[config.mk]
export PLATFORM = sky130hd
export DESIGN_NAME = mandel_iter_engine
export DESIGN_NICKNAME = d
export VERILOG_FILES = /design/src/rtl/mandel_pkg.sv /design/src/rtl/mandel_step.sv /design/src/rtl/mandel_iter_engine.sv
export SDC_FILE = /design/constraint.sdc
export NUM_CORES = 2
export LEC_CHECK = 0
export CAP_MARGIN = 20
export CORE_MARGIN = 3
export CORE_UTILIZATION = 39
export CTS_CLUSTER_DIAMETER = 30
export CTS_CLUSTER_SIZE = 20
export DETAILED_ROUTE_END_ITERATION = 10
export SKIP_LAST_GASP = 1
export SYNTH_ARGS = -nofsm -noshare
export SYNTH_HDL_FRONTEND = slang
export SYNTH_SLANG_ARGS = --single-unit
[constraint.sdc]
create_clock -name clk -period 10 [get_ports clk]
set_clock_uncertainty 0.05 [all_clocks]
set_input_delay 2 -clock clk [delete_from_list [all_inputs] [get_ports clk]]
set_output_delay 2 -clock clk [all_outputs]
set_load 0.01 [all_outputs]
[src/rtl/mandel_pkg.sv]
// Shared types and constants for the Mandelbrot escape-time engine.
// Fixed-point format: z and c are Q4.12, products are Q8.24.
package mandel_pkg;

  typedef logic signed [15:0] fix_t;
  typedef logic signed [31:0] wide_t;

  typedef enum logic [2:0] {
    S_IDLE,
    S_INIT,
    S_ITER,
    S_EMIT,
    S_ADV
  } state_t;

  localparam int    FRAC       = 12;
  localparam wide_t ESC_THRESH = 32'sh0400_0000;  // 4.0 in Q8.24

  // Full-precision Q4.12 x Q4.12 -> Q8.24 product.
  function automatic wide_t fx_mul(input fix_t a, input fix_t b);
    return wide_t'(a) * wide_t'(b);
  endfunction

endpackage

[src/rtl/mandel_step.sv]
// One combinational Mandelbrot step: escape test on the current z and z^2 + c.
// The escape test looks at z before the update; the caller decides which to use.
module mandel_step
  import mandel_pkg::*;
(
  input  fix_t zr,
  input  fix_t zi,
  input  fix_t c_re,
  input  fix_t c_im,
  output fix_t zr_n,
  output fix_t zi_n,
  output logic escaped
);

  wide_t       zr2;
  wide_t       zi2;
  wide_t       zri;
  wide_t       re_sum;
  wide_t       im_sum;
  logic [32:0] mag2;

  assign zr2 = fx_mul(zr, zr);
  assign zi2 = fx_mul(zi, zi);
  assign zri = fx_mul(zr, zi);

  // Squares are non-negative; one extra bit keeps their sum from wrapping
  // even when a just-escaped z is well outside the |z|<=2 disc.
  assign mag2    = {1'b0, zr2} + {1'b0, zi2};
  assign escaped = mag2 > {1'b0, ESC_THRESH};

  // c is aligned to Q8.24 before the add, then the sum is scaled back to Q4.12.
  assign re_sum = zr2 - zi2 + (wide_t'(c_re) <<< FRAC);
  assign im_sum = (zri <<< 1) + (wide_t'(c_im) <<< FRAC);

  assign zr_n = re_sum[FRAC +: 16];
  assign zi_n = im_sum[FRAC +: 16];

endmodule

[src/rtl/mandel_iter_engine.sv]
// Raster-order Mandelbrot escape-time engine; steps the external pixel Counter
// so that pix_idx always names the pixel currently being iterated.
module mandel_iter_engine
  import mandel_pkg::*;
#(
  parameter int   IMG_W    = 160,
  parameter int   IMG_H    = 120,
  parameter int   MAX_ITER = 255,
  parameter fix_t X_MIN    = 16'shE000,
  parameter fix_t Y_MAX    = 16'sh1000,
  parameter fix_t STEP     = 16'sh0040
) (
  input  logic        clk,
  input  logic        rst,
  input  logic        start,
  input  logic [14:0] pix_idx,
  output logic        cnt_rst,
  output logic        cnt_en,
  output logic        out_valid,
  input  logic        out_ready,
  output logic [7:0]  out_iter,
  output logic [14:0] out_idx,
  output logic        busy,
  output logic        frame_done
);

  localparam int XW = (IMG_W > 1) ? $clog2(IMG_W) : 1;
  localparam int YW = (IMG_H > 1) ? $clog2(IMG_H) : 1;

  localparam logic [XW-1:0] X_LAST   = XW'(IMG_W - 1);
  localparam logic [YW-1:0] Y_LAST   = YW'(IMG_H - 1);
  localparam logic [7:0]    ITER_CAP = 8'(MAX_ITER);

  state_t        state;
  state_t        state_n;
  logic [XW-1:0] x;
  logic [YW-1:0] y;
  fix_t          c_re;
  fix_t          c_im;
  fix_t          zr;
  fix_t          zi;
  logic [7:0]    iter;

  fix_t zr_n;
  fix_t zi_n;
  logic escaped;
  logic iter_done;
  logic last_pix;

  mandel_step u_step (
    .zr      (zr),
    .zi      (zi),
    .c_re    (c_re),
    .c_im    (c_im),
    .zr_n    (zr_n),
    .zi_n    (zi_n),
    .escaped (escaped)
  );

  assign iter_done = escaped || (iter == ITER_CAP);
  assign last_pix  = (x == X_LAST) && (y == Y_LAST);

  // Outputs decode from registered state only, so ready never feeds valid.
  always_comb begin
    // NOTE: every output of this block gets a default first so no path infers a latch.
    state_n    = state;
    out_valid  = 1'b0;
    cnt_en     = 1'b0;
    frame_done = 1'b0;
    busy       = (state != S_IDLE);
    unique case (state)
      S_IDLE: if (start) state_n = S_INIT;
      S_INIT: state_n = S_ITER;
      S_ITER: if (iter_done) state_n = S_EMIT;
      S_EMIT: begin
        out_valid = 1'b1;
        if (out_ready) state_n = S_ADV;
      end
      S_ADV: begin
        cnt_en     = 1'b1;
        frame_done = last_pix;
        state_n    = last_pix ? S_IDLE : S_INIT;
      end
      default: state_n = S_IDLE;
    endcase
  end

  always_ff @(posedge clk or posedge rst) begin
    // NOTE: sequential state uses non-blocking assignments so every register samples pre-edge values.
    if (rst) begin
      state    <= S_IDLE;
      cnt_rst  <= 1'b0;
      x        <= '0;
      y        <= '0;
      c_re     <= '0;
      c_im     <= '0;
      zr       <= '0;
      zi       <= '0;
      iter     <= '0;
      out_iter <= '0;
      out_idx  <= '0;
    end else begin
      state   <= state_n;
      cnt_rst <= 1'b0;
      unique case (state)
        S_IDLE: begin
          if (start) begin
            cnt_rst <= 1'b1;
            c_re    <= X_MIN;
            c_im    <= Y_MAX;
            x       <= '0;
            y       <= '0;
          end
        end
        S_INIT: begin
          zr   <= '0;
          zi   <= '0;
          iter <= '0;
        end
        S_ITER: begin
          if (iter_done) begin
            out_iter <= iter;
            out_idx  <= pix_idx;
          end else begin
            zr   <= zr_n;
            zi   <= zi_n;
            iter <= iter + 8'd1;
          end
        end
        S_ADV: begin
          // The last pixel leaves x/y/c alone; the next start reloads them.
          if (x == X_LAST) begin
            if (y != Y_LAST) begin
              x    <= '0;
              y    <= y + YW'(1);
              c_re <= X_MIN;
              c_im <= c_im - STEP;
            end
          end else begin
            x    <= x + XW'(1);
            c_re <= c_re + STEP;
          end
        end
        default: ;
      endcase
    end
  end

endmodule

==> impl_metrics.json <==
{
  "status": "finished, final reports clean",
  "peakVddDrop_mv": 0.213,
  "worst_slack_ps": 357,
  "dp_cells": 4934,
  "top_layer": "met4",
  "cts.sinks": 102,
  "clockBufferDepth": 2,
  "tns_ps": 0,
  "cap_violations": 0,
  "die_y_um": 301,
  "drc_errors": 0,
  "initial_core_util": 0.396,
  "root_buffer": "clkbuf_16",
  "maxSlewHeadroom": 0.515,
  "overflow": 0,
  "ys_types": 80,
  "grt_antenna_before_repair": 2,
  "avgRoutedWirePerCell_um": 17.2,
  "grt_max_degree": 53,
  "synthToLayoutAreaGrowth_pct": 8.06,
  "syn_inst": 3770,
  "wl_met1_mm": 37.5,
  "drtIter0Drc": 1435,
  "synth_seq_cells": 102,
  "layout_common_cells": "inv_1 (942), fa_1 (700), nand2_1 (400), ha_1 (335), and2_1 (162)",
  "synthFlopType": "dfrtp_1",
  "hold_buffers": 0,
  "holdCritPathClass": "flip-flop to flip-flop",
  "die_x_um": 301,
  "synthArstFlopShare": 1.00,
  "grt_pass1_vias": 26100,
  "port_buffers": 46,
  "post-route-util": 0.428,
  "finalPower_mw": 6.95,
  "p_leak_nw": 18.4,
  "worstRegToRegCells": 31,
  "route.met3.wl_mm": 4.09,
  "power_density_nw_per_um2": 189,
  "criticalPathCategory": "flip-flop to flip-flop",
  "critPathLaunchType": "flip-flop",
  "hold_depth": 1,
  "critPathMaxStageDelay_ps": 680,
  "syn_nets": 4829,
  "cts_tree": "yes",
  "grt_pass1_wl_mm": 140,
  "nFillCells": 8562,
  "worstPathRequired_ps": 10210,
  "path_common_cell": "fa_1",
  "arrival_ps": 9850,
  "setup_violations": 0,
  "clock.fmax_ghz": 0.104,
  "avgSynthCellArea_um2": 9.01,
  "synth_edf_count": 0,
  "post_dp_cell_area_um2": 36200,
  "yosys_warnings": 0,
  "clock_latency_ps": 390,
  "min_period_ps": 9640,
  "dr.pass1.iters": 5,
  "path_max_fanout": 12,
  "drive_gt1_frac": 0.0564,
  "fin_nets": 4867,
  "finalInstanceArea_um2": 36700,
  "end_kind": "flip-flop",
  "finalMaxSlewViolations": 0,
  "antenna_left": 0,
  "yosysSeqAreaShare": 0.0751,
  "htree_num_levels": 3,
  "netlist_area_um2": 34000,
  "worst_pin_slew_ps": 727,
  "hold_ws_ps": 447,
  "finalNonFillerCells": 4957,
  "hold_viol": 0,
  "ios": 47,
  "core_area_um2": 85800,
  "wl_met2_mm": 40.8,
  "rows": 107,
  "gp_congestion": 0.952,
  "drt-vias-per-instance": 4.97,
  "pre_cts_ws_ps": 91.9,
  "crit_path_top_delay_cell": "fa_1",
  "clk_pin_slew_ps": 100,
  "hpwl_mm": 71.1,
  "fin_crit_sh": 0.964,
  "num_antenna_cells": 0,
  "drt-total-wl_mm": 85.0,
  "cts_made_buffers": 9,
  "die_area_um2": 90700,
  "final_common_cell": "inv_1",
  "num_vias": 24700,
  "grt_use_total": 0.197
}
-- where the power goes --
group	total (mW)	leakage (nW)	internal, mW	switching, mW
registers	0.696	1.32	0.525	0.171
clock network	0.377	0.144	0.177	0.200
logic	5.87	17.0	2.37	3.50
-- path summary, 6_finish.rpt --
check / startpoint / end / slack, ps
worst min-delay path: out_idx[13] / out_idx[13] / 450
worst max-delay path: zi[15] / zr[8] / 360
max in group asynchronous: rst / zr[4] / 6580
min in group asynchronous: rst / out_idx[7] / 2040
worst min register to register: out_idx[13] / out_idx[13] / 450
worst max register to register: zi[15] / zr[8] / 360
-- sequential cells by signal (all words and copies together), names as in the netlist, 8 cells and up --
register,flops
c_im,10
c_re,10
iter,8
out_idx,15
out_iter,8
x,8
zi,16
zr,16
-- final cells by class --
class                   instances  area, µm²  share of cell area
multi-input cells            2585      27500               0.748
inverters                     952       3580              0.0976
flip-flops and latches        102       2580              0.0703
well taps                    1144       1430              0.0390
repair buffers                158       1350              0.0367
clock buffers                  10        229             0.00624
clock inverters                 6       61.3             0.00167
-- Yosys cell counts (all sizes together), types with 24 or more instances --
library cell / n / share of area
mux2i: 25 / 0.0074
a21oi: 84 / 0.013
mux2: 27 / 0.0090
xnor2: 114 / 0.029
ha: 339 / 0.12
o21a: 24 / 0.0053
fa: 701 / 0.41
a21o: 51 / 0.011
and2: 162 / 0.030
nor2: 159 / 0.018
nand2b: 35 / 0.0064
o21ai: 86 / 0.013
dfrtp: 102 / 0.075
nand3: 32 / 0.0047
clkbuf: 115 / 0.013
nor3: 39 / 0.0059
nand2: 400 / 0.044
inv: 945 / 0.10
xor2: 58 / 0.015
-- routing by layer --
metal	vias to the layer above	global-route usage
met5	-	0
met4	0	0.0543
met3	92	0.0190
met2	587	0.329
met1	12500	0.273
li1	11500	-
-- critical path: cells and delay by family, from the launching register on --
kind            cells  cell delay, ps
simple gates        6            1370
flops               1             550
mux                 1              90
fa+ha+maj           8            4100
buf+inv             6             860
compound gates     10            2490
-- kinds of logic (layout without fill, tap and decap cells) --
kind of cell | Yosys count | after routing | share of synthesized area
buf+inv | 1083 | 1126 | 0.121
fa+ha+maj | 1040 | 1040 | 0.538
simple gates | 949 | 949 | 0.133
compound gates | 371 | 371 | 0.0723
xor+xnor | 172 | 172 | 0.0444
flops | 102 | 102 | 0.0751
mux | 52 | 52 | 0.0163
other cells | 1 | 1 | 0.000110
-- repair_timing --
item                       4_1_cts  5_1_grt
setup endpoints to repair        0       64
resized for setup                0       63
buffers inserted                 0        6
(Power assumes the default switching activity.)
